**config.mk**
```make
export PLATFORM = sky130hd
export DESIGN_NAME = wts_envelope_channel_sequencer
export DESIGN_NICKNAME = d
export VERILOG_FILES = /design/src/rtl/wts_envelope_channel_sequencer.sv
export SDC_FILE = /design/constraint.sdc
export NUM_CORES = 1
export LEC_CHECK = 0
export BUFFER_PORTS_ARGS = -buffer_cell sky130_fd_sc_hd__buf_2
export CORE_ASPECT_RATIO = 2
export CORE_MARGIN = 1.5
export CORE_UTILIZATION = 45
export CTS_CLUSTER_DIAMETER = 200
export DETAILED_ROUTE_END_ITERATION = 12
export GPL_TIMING_DRIVEN = 0
export PLACE_DENSITY = 0.63
export RECOVER_POWER = 50
export REMOVE_ABC_BUFFERS = 1
export SLEW_MARGIN = 10
export SYNTH_ARGS = -nofsm -noshare
export SYNTH_HDL_FRONTEND = slang
export SYNTH_SLANG_ARGS = --single-unit
```
**constraint.sdc**
```tcl
create_clock -name clk -period 2 [get_ports clk]
set_clock_uncertainty 0.05 [all_clocks]
set_input_delay 0.4 -clock clk [delete_from_list [all_inputs] [get_ports clk]]
set_output_delay 0.4 -clock clk [all_outputs]
set_load 0.005 [all_outputs]
```
**src/rtl/wts_envelope_channel_sequencer.sv**
```systemverilog
// rtl/wts_envelope_channel_sequencer.sv - per-channel ADSR state storage, key-event latch and slot sequencer
module wts_envelope_channel_sequencer #(
    parameter int CHANNELS = 8,
    parameter int CH_BITS  = 3
) (
    input  logic                clk,
    input  logic                nreset,
    input  logic                slot_en,
    input  logic                key_on_req,
    input  logic                key_release_req,
    input  logic                key_off_req,
    input  logic [CH_BITS-1:0]  key_ch,
    output logic [CH_BITS-1:0]  eg_channel,
    output logic                eg_key_on,
    output logic                eg_key_release,
    output logic                eg_key_off,
    output logic [15:0]         eg_counter_in,
    output logic [2:0]          eg_state_in,
    output logic [7:0]          eg_level_in,
    input  logic [15:0]         eg_counter_out,
    input  logic [2:0]          eg_state_out,
    input  logic [7:0]          eg_level_out,
    output logic                level_valid,
    output logic [CH_BITS-1:0]  level_ch,
    output logic [7:0]          level
);

    // One extra bit so the range check also works when CHANNELS == 2**CH_BITS.
    localparam logic [CH_BITS:0]   CH_LIMIT  = (CH_BITS+1)'(CHANNELS);
    localparam logic [CH_BITS-1:0] LAST_SLOT = CH_BITS'(CHANNELS - 1);

    // Per-channel envelope storage
    logic [15:0]         counter_q   [CHANNELS];
    logic [15:0]         counter_d   [CHANNELS];
    logic [2:0]          state_q     [CHANNELS];
    logic [2:0]          state_d     [CHANNELS];
    logic [7:0]          lvl_store_q [CHANNELS];
    logic [7:0]          lvl_store_d [CHANNELS];

    // Latched key events, one bit per channel
    logic [CHANNELS-1:0] pend_on_q,  pend_on_d;
    logic [CHANNELS-1:0] pend_rel_q, pend_rel_d;
    logic [CHANNELS-1:0] pend_off_q, pend_off_d;

    // Pending flags with this cycle's request already folded in
    logic [CHANNELS-1:0] merged_on;
    logic [CHANNELS-1:0] merged_rel;
    logic [CHANNELS-1:0] merged_off;

    // Slot pointer and published level
    logic [CH_BITS-1:0]  slot_q,        slot_d;
    logic                level_valid_q, level_valid_d;
    logic [CH_BITS-1:0]  level_ch_q,    level_ch_d;
    logic [7:0]          level_pub_q,   level_pub_d;

    logic                req_ok;

    assign req_ok = ({1'b0, key_ch} < CH_LIMIT);

    // Fold the incoming request into the pending flags: on, then release, then off (off wins)
    always_comb begin
        merged_on  = pend_on_q;
        merged_rel = pend_rel_q;
        merged_off = pend_off_q;
        if (req_ok) begin
            for (int i = 0; i < CHANNELS; i++) begin
                if (key_ch == CH_BITS'(i)) begin
                    if (key_on_req) begin
                        merged_on[i]  = 1'b1;
                        merged_rel[i] = 1'b0;
                    end
                    if (key_release_req) begin
                        merged_rel[i] = 1'b1;
                    end
                    if (key_off_req) begin
                        merged_off[i] = 1'b1;
                        merged_on[i]  = 1'b0;
                        merged_rel[i] = 1'b0;
                    end
                end
            end
        end
    end

    // Present the current slot's stored state and events to the step logic
    always_comb begin
        eg_channel     = slot_q;
        eg_counter_in  = counter_q[slot_q];
        eg_state_in    = state_q[slot_q];
        eg_level_in    = lvl_store_q[slot_q];
        eg_key_on      = slot_en & merged_on[slot_q];
        eg_key_release = slot_en & merged_rel[slot_q];
        eg_key_off     = slot_en & merged_off[slot_q];
    end

    // Next state: write back the serviced slot, consume its events, advance and publish
    always_comb begin
        counter_d     = counter_q;
        state_d       = state_q;
        lvl_store_d   = lvl_store_q;
        pend_on_d     = merged_on;
        pend_rel_d    = merged_rel;
        pend_off_d    = merged_off;
        slot_d        = slot_q;
        level_valid_d = 1'b0;
        level_ch_d    = level_ch_q;
        level_pub_d   = level_pub_q;
        if (slot_en) begin
            counter_d[slot_q]   = eg_counter_out;
            state_d[slot_q]     = eg_state_out;
            lvl_store_d[slot_q] = eg_level_out;
            pend_on_d[slot_q]   = 1'b0;
            pend_rel_d[slot_q]  = 1'b0;
            pend_off_d[slot_q]  = 1'b0;
            slot_d              = (slot_q == LAST_SLOT) ? '0 : slot_q + 1'b1;
            level_valid_d       = 1'b1;
            level_ch_d          = slot_q;
            level_pub_d         = eg_level_out;
        end
    end

    // State registers; reset discards all stored state and pending events
    always_ff @(posedge clk or negedge nreset) begin
        if (!nreset) begin
            for (int i = 0; i < CHANNELS; i++) begin
                counter_q[i]   <= '0;
                state_q[i]     <= '0;
                lvl_store_q[i] <= '0;
            end
            pend_on_q     <= '0;
            pend_rel_q    <= '0;
            pend_off_q    <= '0;
            slot_q        <= '0;
            level_valid_q <= 1'b0;
            level_ch_q    <= '0;
            level_pub_q   <= '0;
        end else begin
            counter_q     <= counter_d;
            state_q       <= state_d;
            lvl_store_q   <= lvl_store_d;
            pend_on_q     <= pend_on_d;
            pend_rel_q    <= pend_rel_d;
            pend_off_q    <= pend_off_d;
            slot_q        <= slot_d;
            level_valid_q <= level_valid_d;
            level_ch_q    <= level_ch_d;
            level_pub_q   <= level_pub_d;
        end
    end

    assign level_valid = level_valid_q;
    assign level_ch    = level_ch_q;
    assign level       = level_pub_q;

endmodule

```
# After elaboration in Yosys (flattened, before gate mapping)
# Index checks and enable logic that the tools add are counted.
[classes]
n_mux = 103
reduce_logical = 3
n_eq_ne = 8
n_lt_le_gt_ge = 4
bitwise = 8
n_addsub = 1
[op_table]
columns = ["cell", "n"]
rows = [
  ["$bwmux W128", 1],
  ["$mux W1", 77],
  ["$bwmux W64", 1],
  ["$bmux W16 S3", 1],
  ["$demux W16 S3", 1],
  ["$mux W16", 3],
  ["$mux W8", 6],
  ["$and A8 B8 Y8", 3],
  ["$bmux W8 S3", 1],
  ["$bwmux W24", 1],
  ["$demux W8 S3", 1],
  ["$eq A3 B3 Y1 const B", 5],
  ["$mux W3", 4],
  ["$bmux W1 S3", 3],
  ["$bmux W3 S3", 1],
  ["$demux W3 S3", 1],
  ["$not A8 Y8", 1],
  ["$eq A3 B2 Y1 const B", 2],
  ["$ge A4 B4 Y1 const B", 1],
  ["$lt A3 B4 Y1 const B", 1],
  ["$lt A4 B1 Y1 const B", 1],
  ["$not A3 Y4", 1],
  ["$add A3 B1 Y3 const B", 1],
  ["$and A1 B1 Y1", 3],
  ["5 further kinds", 6],
]
[totals]
regBits = 255
in_bits = 36
output_inout_bits = 45
word_cells = 158

# Logic depth before layout (Yosys ltp)
# Gate-level depths: netlist (run 1).
[logic_depth]
word_depth = 7
depth_mapped = 7
mapped_depth_nobuf = 5

# Least setup slack after synthesis (run 1)
# Ideal clock, no wire load.
[synth_timing]
path_kind = "reg2out"
from = "register slot_q[1], in the netlist eg_channel[1]"
to = "output port eg_counter_in[0]"
path_slack_ns = 0.003
arrival_time_ns = 1.547
required_ns = 1.550
stages_incl_launch_ff = 6
n_path_buf = 3
path_cell_list = "dfrtp_1 > buf_4 > buf_2 > buf_2 > mux4_2 > mux2_2"
[synth_between]
elab_chain_cells = 4
[synth_lines]
columns = ["item", "line_no", "text"]
rows = [
  ["start: declaration", "51", "logic [CH_BITS-1:0] slot_q, slot_d;"],
  ["start signal: assignment", "144", "slot_q <= slot_d;"],
  ["$not A3 Y4 (implied by the code)", "88", "eg_counter_in = counter_q[slot_q];"],
  ["$bmux W16 S3", "88", ""],
  ["$mux W16 (implied by the code) (2 in a row)", "88", ""],
  ["end: declaration", "17", "output logic [15:0] eg_counter_in,"],
]
# Every way passes these cells. The select of a mux whose other input is x is not followed.

# Final worst setup path (run 1)
[layout_timing]
from = "register slot_q[0], in the netlist eg_channel[0]"
to = "output port eg_level_in[3]"
[layout_between]
elab_chain_cells = 4
[layout_lines]
columns = ["item", "line_no", "text"]
rows = [
  ["$not A3 Y4 (implied by the code)", "90", "eg_level_in = lvl_store_q[slot_q];"],
  ["$bmux W8 S3", "90", ""],
  ["$mux W8 (implied by the code) (2 in a row)", "90", ""],
  ["end: declaration", "19", "output logic [7:0] eg_level_in,"],
]
# Every way passes these cells. The select of a mux whose other input is x is not followed.

==> run_results.csv, run 1 <==
group,metric,value,unit
status,outcome,"complete, but fails checks",
status,violations,"negative setup slack",
floorplan,fp.coreArea,25500,um2
yosys,syn_inst,866,
sta,final_hold_viol_count,0,
critical_path,slowest_stage,"mux4_2",
clock_network,cts_tree,"built",
grt,track_usage,0.239,
critical_path,crit_required,1.55,ns
floorplan,io_pins,81,
power_and_ir_drop,power,26000,uW
floorplan,start_util,0.454,
sta,period_minus_slack,2.68,ns
yosys,synthesis.area,11600,um2
layout,drive_gt1_frac,0.472,
grt,antenna_found_initial,0,
grt,grt_pass1_vias,8075,
drt,drc_errors,0,
drt,via_count,7805,
clock_network,numCtsBuffers,24,
grt,grt_start_max_net_pins,103,
job,maxCapViolations,0,
critical_path,start_kind,"flip-flop",
drt,routed_wl,32500,um
drt,antenna_left,0,
floorplan,die_area,26800,um2
layout,syn2layout_area_growth,31.3,%
placed_design,portBuffers,80,
yosys,synth_top_area_cell,"dfrtp_1",
layout,nNetsFinal,1048,
sta,setup_ws,-0.685,ns
clock_network,clock_latency,0.52,ns
layout,post-route-util,0.596,
yosys,synth.top_cells.by_area,"dfrtp_1 (55%), mux2_2 (14%), mux4_2 (10%), nand2_1 (5.6%), mux2_1 (5.2%)",
drt,drtIter0Drc,665,
critical_path,path_delay_family,"multiplexers",
layout,instances_no_fill,1368,
clock_network,cts_root_buf,"clkbuf_16",
placed_design,finalWeightedCongestion,0.778,
yosys,ys_seq_area_frac,0.550,
power_and_ir_drop,power_density,1700,nW/um2
sta,max_slew_margin,0.0342,
yosys,synth_seq_cells,255,
grt,grt_pass1_wl,48300,um
floorplan,die_y,230,um
grt,grt_overflow,0,
yosys,yosys_warnings,0,
critical_path,critPathKind,"reg2out",
yosys,synth_top_area_share,0.550,
critical_path,cp.arrival,2.23,ns
drt,drt-pass1-iter-count,5,
critical_path,endpoint_kind,"output pin",
sta,setup_viol,359,
clock_network,clk_pin_slew,0.07,ns
layout,diodes,0,
sta,setup_tns,-80.79,ns
yosys,ys_types,51,
floorplan,rows,83,
sta,worstMarginPinSlew,1.45,ns
layout,nFillCells,1978,
hold_path,hold_class,"in2reg",
critical_path,crit_fanout,10,
placed_design,place_inst,1247,
yosys,avgSynthCellArea,13.4,um2
drt,avgRoutedWirePerCell,23.8,um
drt,viasPerCell,5.71,
sta,max_freq,372,MHz
floorplan,die_w,117,um
critical_path,critPathMaxStageDelay,0.52,ns
clock_network,cts_sinks,255,
power_and_ir_drop,ir_drop,0.638,mV
placed_design,hpwl,16400,um
critical_path,crit_buf_inv,3,
clock_network,cts_buffer_depth,3,
critical_path,crit_top_cell,"buf_12",
sta,rsz0062_at_grt,"yes",
sta,post-route-period-util,1.34,
clock_network,htreeDepth,1,
critical_path,path_cells,"buf_12 > buf_12 > mux4_2 > mux2_2 > buf_2",
power_and_ir_drop,p_leak,0.00691,uW
sta,drv_slew,0,
[cells in the final DEF, fill, tap and decap left out, types with 15 or more instances in the layout]
master / instances
dfrtp_1: 252
nand2_1: 172
mux2_4: 112
mux2_2: 82
buf_2: 59
mux4_2: 54
clkbuf_16: 34
buf_6: 34
nor2_1: 24
buf_12: 21
buf_16: 17
buf_4: 15
[flip-flops by register name (all words and copies together), names as in the netlist]
register     flops
pend_off_q       8
counter_q      128
level_ch         3
level_valid      1
eg_channel       3
level            8
state_q         24
pend_rel_q       8
lvl_store_q     64
pend_on_q        8
[repair_timing]
action | in CTS | in global routing
hold buffers | 1 | 0
hold endpoints to repair | 56 | 0
setup buffers | 41 | 21
pin swaps | 10 | 12
endpoints found under the setup margin | 267 | 266
resized for setup | 141 | 71
gates cloned | 10 | 8
[layout make-up]
cell class,instances,area (um2),area share
repair buffers,173,2040,0.134
flip-flops and latches,255,6390,0.420
multi-input cells,554,5480,0.359
clock buffers,32,702,0.0461
inverters,2,7.51,0.000493
clock inverters,12,195,0.0128
well taps,340,425,0.0279
[report_power, final]
group          switching [uW]  internal [uW]
registers                1240           7600
logic                    4670           7300
clock network            2040           3120
total                    7940          18000
[worst paths after layout]
check                                                   end  cells past startpoint                  startpoint  slack, ns
max in group asynchronous         counter_q[15]$_DFFE_PN0P_                      4                      nreset      -0.32
worst max register to register  lvl_store_q[47]$_DFFE_PN0P_                     14   eg_channel[0]$_DFFE_PN0P_      -0.59
worst min-delay path              counter_q[21]$_DFFE_PN0P_                      3           eg_counter_out[5]       0.11
worst max-delay path                         eg_level_in[3]                      5   eg_channel[0]$_DFFE_PN0P_      -0.68
worst min register to register   lvl_store_q[9]$_DFFE_PN0P_                      2  lvl_store_q[9]$_DFFE_PN0P_       0.42
min in group asynchronous       lvl_store_q[52]$_DFFE_PN0P_                      2                      nreset       0.70
[cell families after synthesis]
logic type | Yosys count | synth area share
fa+ha+maj | 2 | 0.00216
compound gates | 47 | 0.0266
simple gates | 249 | 0.0945
flops | 255 | 0.550
buf+inv | 58 | 0.0271
mux | 255 | 0.300
[worst min-delay path, stage by stage]
cell	delay, ns
buf_2	0.14
nand2_1	0.06
nand2_1	0.04
[synth_stat cells (all sizes together)]
cell	n
dfrtp	255
mux2	201
nand2	174
mux4	54
buf	47
nor2	33
a21oi	12
nand2b	10
clkbuf	9
o21ai	8
nand3	6
nor2b	6
nor3	5
o22ai	5
a31oi	4
nand4	4
o31ai	3
a41o	2
and3b	2
and4b	2
ha	2
inv	2
o31a	2
or2	2
a2111oi	1
a211oi	1
a21boi	1
a21o	1
a221o	1
a221oi	1
a22oi	1
a2bb2oi	1
and2	1
nand3b	1
nor3b	1
nor4	1
nor4b	1
o2111ai	1
o211ai	1
o32a	1
[metal layers]
layer | global-route usage | vias up | share of wire
li1 | - | 3353 | -
met5 | 0 | - | 0
met2 | 0.406 | 242 | 0.53
met3 | 0.0285 | 76 | 0.042
met4 | 0.0915 | 0 | 0.035
met1 | 0.310 | 4134 | 0.40
[per-stage QoR]
step / setup WS, ns / hold slack, ns / instance area (um2)
finish: -0.685 / 0.113 / 15200
detailed placement: -1.10 / 0.308 / 12600
global placement: -5.61 / 0.402 / 12100
global route: -0.748 / 0.111 / 15200
floorplan: -2.64 / 0.0544 / 11300
CTS: -0.701 / 0.0888 / 14700
(Power assumes the default switching activity.)
==> run 2: changes to the inputs <==
--- a/config.mk
+++ b/config.mk
@@ -7,11 +7,13 @@
 export LEC_CHECK = 0
 export BUFFER_PORTS_ARGS = -buffer_cell sky130_fd_sc_hd__buf_2
+export CELL_PAD_IN_SITES_DETAIL_PLACEMENT = 2
+export CELL_PAD_IN_SITES_GLOBAL_PLACEMENT = 2
 export CORE_ASPECT_RATIO = 2
 export CORE_MARGIN = 1.5
-export CORE_UTILIZATION = 45
+export CORE_UTILIZATION = 30
 export CTS_CLUSTER_DIAMETER = 200
 export DETAILED_ROUTE_END_ITERATION = 12
 export GPL_TIMING_DRIVEN = 0
-export PLACE_DENSITY = 0.63
+export PLACE_DENSITY = 0.59
 export RECOVER_POWER = 50
 export REMOVE_ABC_BUFFERS = 1
==> constraint.sdc (replaced) <==
create_clock -name clk -period 2 [get_ports clk]
set_clock_uncertainty 0.05 [all_clocks]
set_input_delay 0.5 -clock clk [delete_from_list [all_inputs] [get_ports clk]]
set_output_delay 0.5 -clock clk [all_outputs]
set_load 0.005 [all_outputs]
==> run_results.csv, run 2 (synthesized netlist as in run 1, its figures left out) <==
group,metric,value,unit
layout,largest_reg_flops,128,
floorplan,io_pins,81,
drt,drt-pass1-iter-count,4,
placed_design,place_inst,1423,
floorplan,die_w,142,um
power_and_ir_drop,ir_drop,0.701,mV
grt,grt_pass1_vias,9085,
sta,drv_slew,0,
critical_path,reg2reg_depth,9,
placed_design,finalWeightedCongestion,0.692,
sta,setup_tns,-28.94,ns
sta,worstMarginPinSlew,1.39,ns
floorplan,rows,101,
placed_design,portBuffers,80,
grt,antenna_found_initial,2,
sta,post-route-period-util,1.44,
layout,instances_no_fill,1528,
drt,drtIter0Drc,256,
clock_network,clock_latency,0.55,ns
hold_path,hold_class,"in2reg",
layout,nFillCells,3757,
critical_path,start_kind,"flip-flop",
floorplan,die_y,281,um
grt,grt_pass1_wl,58000,um
clock_network,clk_pin_slew,0.07,ns
hold_path,min_from,"eg_counter_out[5]",
placed_design,hpwl,21100,um
grt,grt_start_max_net_pins,102,
drt,viasPerCell,5.02,
layout,reg_top3,"counter_q (128), lvl_store_q (64), state_q (24)",
grt,track_usage,0.196,
power_and_ir_drop,p_leak,0.00684,uW
critical_path,worstReg2RegEnd,"counter_q[96]$_DFFE_PN0P_",
drt,drc_errors,0,
critical_path,critPathKind,"reg2out",
clock_network,htreeDepth,1,
job,maxCapViolations,0,
sta,period_minus_slack,2.88,ns
layout,syn2layout_area_growth,31.9,%
hold_path,min_path_cells,3,
sta,max_freq,347,MHz
critical_path,cp.arrival,2.33,ns
clock_network,cts_tree,"built",
status,outcome,"complete, but fails checks",
critical_path,rr_startpoint,"eg_channel[0]$_DFFE_PN0P_",
layout,nNetsFinal,1033,
sta,rsz0062_at_grt,"yes",
layout,regMostFlops,"counter_q",
clock_network,cts_sinks,255,
drt,avgRoutedWirePerCell,25.4,um
drt,via_count,7668,
clock_network,numCtsBuffers,26,
power_and_ir_drop,power_density,1740,nW/um2
drt,routed_wl,38700,um
floorplan,start_util,0.305,
critical_path,crit_fanout,15,
hold_path,hold_path_end,"counter_q[21]$_DFFE_PN0P_",
layout,layout_commonest_cell,"dfrtp_1",
clock_network,cts_buffer_depth,3,
layout,diodes,0,
sta,setup_ws,-0.882,ns
sta,final_hold_viol_count,0,
sta,max_slew_margin,0.0739,
status,violations,"negative setup slack",
sta,setup_viol,85,
layout,drive_gt1_frac,0.453,
clock_network,cts_root_buf,"clkbuf_16",
layout,layout_common_cells,"dfrtp_1 (252), nand2_1 (171), mux2_4 (99)",
grt,grt_overflow,0,
floorplan,fp.coreArea,38000,um2
drt,antenna_left,0,
critical_path,crit_required,1.45,ns
floorplan,die_area,39900,um2
critical_path,endpoint_kind,"output pin",
critical_path,rrSetupSlack,-0.18,ns
-- run 2: layout make-up --
class                   instances  area [um2]  area share
multi-input cells             553        5420       0.354
clock buffers                  40         815      0.0532
inverters                       2        7.51    0.000490
repair buffers                157        1950       0.127
flip-flops and latches        255        6390       0.418
well taps                     515         644      0.0421
clock inverters                 6        82.6     0.00539
-- run 2: worst max-delay path by stage --
| stage | from | endpoint | slack, ns | depth (start not counted) |
|---|---|---|---|---|
| after global placement | eg_channel[0]$_DFFE_PN0P_ | counter_q[77]$_DFFE_PN0P_ | -6.23 | 3 |
| after global routing | eg_channel[0]$_DFFE_PN0P_ | eg_key_off | -0.95 | 7 |
| final | eg_channel[0]$_DFFE_PN0P_ | eg_key_off | -0.88 | 7 |
| after CTS | eg_channel[0]$_DFFE_PN0P_ | eg_counter_in[2] | -0.90 | 5 |
| after floorplan | eg_channel[0]$_DFFE_PN0P_ | counter_q[64]$_DFFE_PN0P_ | -2.64 | 3 |
| after detailed placement | slot_en | eg_key_off | -1.34 | 8 |
-- run 2: what timing repair did --
item	CTS	global route
pin swaps	11	4
resized for setup	123	64
endpoints found under the setup margin	274	115
gates cloned	9	5
buffers inserted	34	12
hold endpoints to repair	85	0
-- run 2: metrics by stage --
| step | hold WS (ns) | total power [uW] | utilization | area [um2] | setup WS [ns] |
|---|---|---|---|---|---|
| finish | 0.198 | 26600 | 0.402 | 15300 | -0.882 |
| global route | 0.190 | 28100 | 0.402 | 15300 | -0.954 |
| CTS | -0.0241 | 25900 | 0.391 | 14900 | -0.904 |
| detailed placement | 0.408 | 17800 | 0.338 | 12800 | -1.34 |
| global placement | 0.402 | 16400 | 0.325 | 12300 | -6.23 |
| floorplan | 0.154 | 14300 | - | 11300 | -2.64 |
-- run 2: routing by layer --
layer | vias up | share of wire | global-route usage
met1 | 4124 | 0.39 | 0.225
met5 | - | 0.00057 | 0
li1 | 3327 | - | -
met3 | 69 | 0.026 | 0.0193
met2 | 144 | 0.55 | 0.377
met4 | 4 | 0.039 | 0.0619
-- run 2: where the power goes --
part / total, uW / switching [uW] / internal [uW] / leakage, uW
Clock: 5180 / 2130 / 3050 / 0.000442
Combinational: 12500 / 4980 / 7510 / 0.00330
Sequential: 8900 / 1300 / 7610 / 0.00310
-- run 2: worst max-delay path, stage by stage (launching register included) --
cell and delay (ns):
dfrtp_4 0.51, nand2b_4 0.23, or2_4 0.30, buf_16 0.17, a2bb2oi_2 0.14, nand3_1 0.09, o32a_1 0.21, buf_2 0.13
